$ cat src/rtl/pipe_ctrl.sv
// Hazard/sequencing controller for the 5-stage pipeline: pipe-register holds/flushes and PC redirect.
// Optional performance counters are built when PIPE_CTRL_PERF_EN is defined.
module pipe_ctrl #(
    parameter int FLUSH_CYCLES = 1,
    parameter int PERF_W       = 32,
    parameter int BUS_WIDTH    = 32
) (
    input  logic                 clk,
    input  logic                 rst_n,
    input  logic                 mem_busy,
    input  logic                 jump_req_ex,
    input  logic [BUS_WIDTH-1:0] jump_addr_ex,
    input  logic                 load_use_id,
    output logic                 hold_pc,
    output logic                 hold_if_id,
    output logic                 hold_id_ex,
    output logic                 hold_ex_mem,
    output logic                 flush_if_id,
    output logic                 flush_id_ex,
    output logic                 redirect_valid,
    output logic [BUS_WIDTH-1:0] redirect_pc,
    output logic [PERF_W-1:0]    perf_stall_cnt,
    output logic [PERF_W-1:0]    perf_flush_cnt
);

    typedef enum logic [1:0] {RUN, MEM_WAIT, LU_STALL, FLUSH} state_t;

    localparam logic [2:0] FLUSH_LOAD = 3'(FLUSH_CYCLES - 1);

    state_t     state, state_nxt;
    logic [2:0] flush_cnt, flush_cnt_nxt;

    always_comb begin
        state_nxt      = state;
        flush_cnt_nxt  = flush_cnt;
        hold_pc        = 1'b0;
        hold_if_id     = 1'b0;
        hold_id_ex     = 1'b0;
        hold_ex_mem    = 1'b0;
        flush_if_id    = 1'b0;
        flush_id_ex    = 1'b0;
        redirect_valid = 1'b0;
        redirect_pc    = '0;
        case (state)
            RUN, LU_STALL: begin
                if (mem_busy) begin
                    {hold_pc, hold_if_id, hold_id_ex, hold_ex_mem} = 4'hf;
                    state_nxt = MEM_WAIT;
                end else if (jump_req_ex) begin
                    redirect_valid = 1'b1;
                    redirect_pc    = jump_addr_ex;
                    flush_if_id    = 1'b1;
                    flush_id_ex    = 1'b1;
                    flush_cnt_nxt  = FLUSH_LOAD;
                    state_nxt      = (FLUSH_CYCLES > 1) ? FLUSH : RUN;
                // A load-use seen right after its own bubble is covered by forwarding.
                end else if (load_use_id && state == RUN) begin
                    hold_pc     = 1'b1;
                    hold_if_id  = 1'b1;
                    flush_id_ex = 1'b1;
                    state_nxt   = LU_STALL;
                end else begin
                    state_nxt = RUN;
                end
            end
            MEM_WAIT: begin
                if (mem_busy) begin
                    {hold_pc, hold_if_id, hold_id_ex, hold_ex_mem} = 4'hf;
                end else begin
                    state_nxt = RUN;
                end
            end
            FLUSH: begin
                // The count keeps running under mem_busy; if_id flush overrides its hold.
                flush_if_id   = 1'b1;
                flush_cnt_nxt = flush_cnt - 3'd1;
                if (mem_busy) begin
                    {hold_pc, hold_if_id, hold_id_ex, hold_ex_mem} = 4'hf;
                end
                if (flush_cnt <= 3'd1) begin
                    state_nxt = RUN;
                end
            end
            default: state_nxt = RUN;
        endcase
        if (!rst_n) begin
            hold_pc        = 1'b0;
            hold_if_id     = 1'b0;
            hold_id_ex     = 1'b0;
            hold_ex_mem    = 1'b0;
            flush_if_id    = 1'b0;
            flush_id_ex    = 1'b0;
            redirect_valid = 1'b0;
            redirect_pc    = '0;
        end
    end

    always_ff @(posedge clk or negedge rst_n) begin
        if (!rst_n) begin
            state     <= RUN;
            flush_cnt <= 3'd0;
        end else begin
            state     <= state_nxt;
            flush_cnt <= flush_cnt_nxt;
        end
    end

`ifdef PIPE_CTRL_PERF_EN
    logic [PERF_W-1:0] stall_cnt_q;
    logic [PERF_W-1:0] redir_cnt_q;

    always_ff @(posedge clk or negedge rst_n) begin
        if (!rst_n) begin
            stall_cnt_q <= '0;
            redir_cnt_q <= '0;
        end else begin
            if (hold_pc) begin
                stall_cnt_q <= stall_cnt_q + PERF_W'(1);
            end
            if (redirect_valid) begin
                redir_cnt_q <= redir_cnt_q + PERF_W'(1);
            end
        end
    end

    assign perf_stall_cnt = stall_cnt_q;
    assign perf_flush_cnt = redir_cnt_q;
`else
    assign perf_stall_cnt = '0;
    assign perf_flush_cnt = '0;
`endif

endmodule

$ cat config.mk
export PLATFORM = sky130hd
export DESIGN_NAME = pipe_ctrl
export DESIGN_NICKNAME = d
export VERILOG_FILES = /design/src/rtl/pipe_ctrl.sv
export SDC_FILE = /design/constraint.sdc
export NUM_CORES = 1
export LEC_CHECK = 0
export ABC_AREA = 1
export CORE_MARGIN = 2
export CORE_UTILIZATION = 29
export CTS_BUF_LIST = sky130_fd_sc_hd__clkbuf_16
export CTS_CLUSTER_DIAMETER = 80
export CTS_CLUSTER_SIZE = 40
export DETAILED_ROUTE_END_ITERATION = 6
export GPL_ROUTABILITY_DRIVEN = 0
export GPL_TIMING_DRIVEN = 0
export PLACE_DENSITY = 0.95
export SYNTH_ARGS = -nofsm -noshare
export SYNTH_HDL_FRONTEND = slang
export SYNTH_SLANG_ARGS = --single-unit
$ cat constraint.sdc
create_clock -name clk -period 2.4 [get_ports clk]
set_clock_uncertainty 0.1 [all_clocks]
set_input_delay 0.24 -clock clk [delete_from_list [all_inputs] [get_ports clk]]
set_output_delay 0.24 -clock clk [all_outputs]
set_load 0.1 [all_outputs]
Word level (Yosys, flattened, before mapping)
Cells that the tools add are included.
- register bits: 5
- input port bits: 37
- output and inout bits: 103
- word-level logic and storage cells: 50
- add/subtract/negate cells: 1
- order comparisons: 1
- equal/unequal tests: 7
- multiplexer cells: 31
- reductions and logical operators: 8
- operator list (operator ; number):
    32-bit two-way mux ; 4
    1-bit two-way mux ; 16
    2-bit two-way mux ; 5
    2-bit inequality test, second input constant ; 4
    3-bit two-way mux ; 2
    2-bit case mux with 3 select lines ; 1
    3-bit case mux with 2 select lines ; 1
    2-bit equality test, second input constant ; 2
    1-bit case mux with 2 select lines ; 2
    2-bit OR reduction ; 2
    4-bit OR reduction ; 1
    3-bit by 1-bit less-or-equal comparator with 1-bit output, second input constant ; 1
    3-bit AND reduction ; 1
    3-bit by 1-bit subtractor with 3-bit output, second input constant ; 1
    2-bit by 1-bit equality test with 1-bit output, second input constant ; 1
    2-bit zero test ; 1
    2-bit AND reduction ; 1
    2-bit nonzero test ; 1
    1-bit logical AND ; 1

Depth between registers and ports, before layout
- word-level depth: 7
- depth in mapped cells: 6
- depth with buffers taken out: 6

Worst setup path before layout
Ideal clock, no wire load.
- path kind: register to output
- start point: register state[0]
- end point: output port flush_if_id
- data arrival time: 2.817 ns
- data required time: 2.060 ns
- path slack: -0.757 ns
- cell stages (with the launch flop): 4
- path through: dfrtp_1 > nor2_4 > nand2_1 > a21boi_0
- word-level cells in the longest chain between the ends: 4
- elaborated cells on any way between the ends: 6
- RTL lines (what ; RTL line ; RTL):
    start, declared ; 30 ; state_t state, state_nxt;
    start signal, assigned ; 103 ; state <= state_nxt;
    2-bit equality test or 2-bit zero test (tied branches) ; 44 ; case (state)
    2-bit OR reduction ; 44 ;
    1-bit case mux with 2 select lines * ; 44 ;
    1-bit two-way mux * ; 86 ; if (!rst_n) begin
    end, declared ; 18 ; output logic flush_if_id,
Mark *: on every way between the ends. The rest lies on a longest branch, timed or not.

Worst setup path in the final report
- start point: input port rst_n
- end point: output port redirect_pc[9]
- word-level cells in the longest chain between the ends: 1
- RTL lines (what ; RTL line ; RTL):
    start, declared ; 9 ; input logic rst_n,
    32-bit two-way mux ; 86 ;
    end, declared ; 21 ; output logic [BUS_WIDTH-1:0] redirect_pc,
No other way between the ends.

==> run metrics <==
status complete, no violations; final slew viol count 0; Core Region 3970 um^2; Relative slew margins 0.629; syn avg cell area roughly 6.5 um^2; CTS tree built; Fin. Hold Viols 0; Yosys top cell area share 0.418; Final HPWL DP 2770 um; Skew-Pair Late Insertion Delay 0.23 ns; total track usage 0.120; Hold Slack 0.225 ns; GR Overflow Total 0; Max Clock Freq approximately 0.45 GHz; H-tree depth 1; Top FF cell, synth dfrtp_1; dpl cell area 2230 um^2; cell area after layout 2160 um^2; DRC errors left 0; FFs w/ async S/R, synth 1.00; area of the mapped netlist about 1200 um^2; Setup CP Type primary input to output pin; Die ar. 4610 um^2; Die Wd 67.9 um; share of layout cells above drive strength 1 0.440; WL/cell 8.54 um; Pleak approximately 1.4 nW; min Tclk post-route 2.22 ns; clk root buf clkbuf_16; initial DRC count 15; flip-flop and latch area ~130 um^2; Synth Warn # 0; top-count cell post-synth buf_4; ANT nets after route 0; setup violators final 0; CP Max Fanout 10; Inserted Diodes 0; buffer count from post-CTS setup fixing 0; Placement Rows 23; Max stage delay on crit path 0.73 ns; worst slew pin tran ~0.56 ns; crit-path leading delay family buffers and inverters; largest net degree at the start of global routing 11; Initial Utilization 0.298; RSZ-0062 raised after global routing false; commonest cells in the netlist 66 x buf_4, 40 x inv_1, 29 x nor2_2, 16 x nand2_1, 8 x nor2_1; arrival time worst endpoint 1.88 ns; clock transition at the registers of the reported paths 0.03 ns; Routed WL 3190 um; vias in the first global route 1066; first-pass GRT wire length 4310 um; Slowest cell on crit path clkdlybuf4s50_1; Yosys top cell by area buf_4; PD cells 550 nW/um^2; multi-input logic area between 600 and 700 um^2; CP endpoint kind output pin; MaxCap Viol Count 0; IO Pins 140; Unique masters post-synth 15; post-synthesis cell count about 180; Final Cycle Share 0.926; Num CTS Buffers 3; top cells by area, synth buf_4 42%, nor2_2 15%, inv_1 13%, dfrtp_1 11%, nand2_1 5.1%; peak supply drop 0.556 mV; Critical Path Start Type primary input; TNS Setup 0 ns; CP Cell Sequence clkdlybuf4s50_1 > nand3_4 > buf_6 > nor2_2 > buf_2; layout overhead on the synthesized area 81.9%; I/O Buffers 75; pre-CTS WS -0.565 ns; worst path required time 2.06 ns; post-synthesis sequential area ratio 0.106; CTS max path bufs 2; post-DR vias/cell between 3 and 4; fillers 398; Nets 363; DR pass1 iterations 4; Die H 67.9 um; CP bufs+invs 3; number of synthesized flops with an enable pin 0; Hold Crit Class primary input to async pin; clock sink count 5; PnR worst setup slack 0.178 ns; vias 1265; synthesized flop and latch total 5; initial antenna violation count 0
worst paths after layout:
path                         startpoint        endpoint  slack (ns)  cells past startpoint
hold / removal                    rst_n        state[0]        0.23                      1
setup / recovery                  rst_n  redirect_pc[9]        0.18                      5
min in group clk           flush_cnt[1]    flush_cnt[1]        0.44                      2
hold reg to reg            flush_cnt[1]    flush_cnt[1]        0.44                      2
setup reg to reg           flush_cnt[0]    flush_cnt[1]        1.18                      4
max in group asynchronous         rst_n    flush_cnt[0]        1.68                      1
flip-flops by register name, summed over array words and instances (netlist names):
signal     cells
flush_cnt      3
state          2
timing repair:
| item | in CTS | in global routing |
|---|---|---|
| endpoints found under the hold margin | 0 | 0 |
| setup endpoints to repair | 39 | 33 |
| cloned | 0 | 0 |
| hold buffers | 0 | 0 |
| gates resized for setup | 115 | 62 |
metrics by stage:
step	instances	total power, mW	util
final	373	1.19	0.543
after global routing	373	1.23	0.543
after CTS	373	1.19	0.594
after detailed placement	369	0.923	0.563
after global placement	369	0.914	0.563
after floorplan	244	0.814	-
placed cells by master (no fill, tap or decap):
cell / synthesis / routed
buf_4: 66 / 66
conb_1: 1 / 64
inv_1: 40 / 41
clkdlybuf4s50_1: 0 / 36
buf_2: 0 / 30
nor2_2: 29 / 29
nand2_1: 16 / 16
nor2_1: 8 / 8
nand3_1: 6 / 6
clkdlybuf4s15_2: 0 / 6
dfrtp_1: 5 / 5
buf_6: 3 / 3
clkbuf_16: 0 / 3
clkbuf_2: 0 / 3
ha_1: 2 / 2
nor2_4: 1 / 1
nand3_4: 1 / 1
a21boi_1: 0 / 1
or2_0: 1 / 1
nand3b_1: 1 / 1
cell families after synthesis:
| logic type | Yosys count | share of synthesized area |
|---|---|---|
| AOI/OAI and AO/OA | 1 | 0.00634 |
| adders and majority gates | 2 | 0.0211 |
| other | 1 | 0.00316 |
| DFF | 5 | 0.106 |
| buffers and inverters | 109 | 0.573 |
| and+or+nand+nor | 63 | 0.290 |
power breakdown:
group | leakage (nW) | switching, mW | internal, mW | total (mW)
logic | 1.30 | 0.638 | 0.170 | 0.807
clock network | 0.0423 | 0.0533 | 0.216 | 0.269
registers | 0.0655 | 0.0120 | 0.0974 | 0.109
total | 1.41 | 0.703 | 0.483 | 1.19
per-layer routing:
layer | global-route usage | part of all wire | up-vias
met5 | 0 | 0 | -
met4 | 0.0375 | 0.0050 | 0
met3 | 0.0296 | 0.12 | 2
met1 | 0.104 | 0.31 | 528
li1 | - | - | 667
met2 | 0.260 | 0.57 | 68
worst register-to-register path: stages, from the launching register on:
cell	delay (ns)
dfrtp_1	0.37
inv_1	0.08
ha_1	0.29
or2_0	0.23
nand2_1	0.07
layout make-up:
class / count / share of cell area
multi-input cells: 130 / 0.286
repair buffers: 75 / 0.275
plain buffers: 69 / 0.246
inverters: 40 / 0.0696
flip-flops and latches: 5 / 0.0580
clock buffers: 3 / 0.0348
well taps: 50 / 0.0290
clock inverters: 1 / 0.00174
Power figures use the tool's default switching activity.
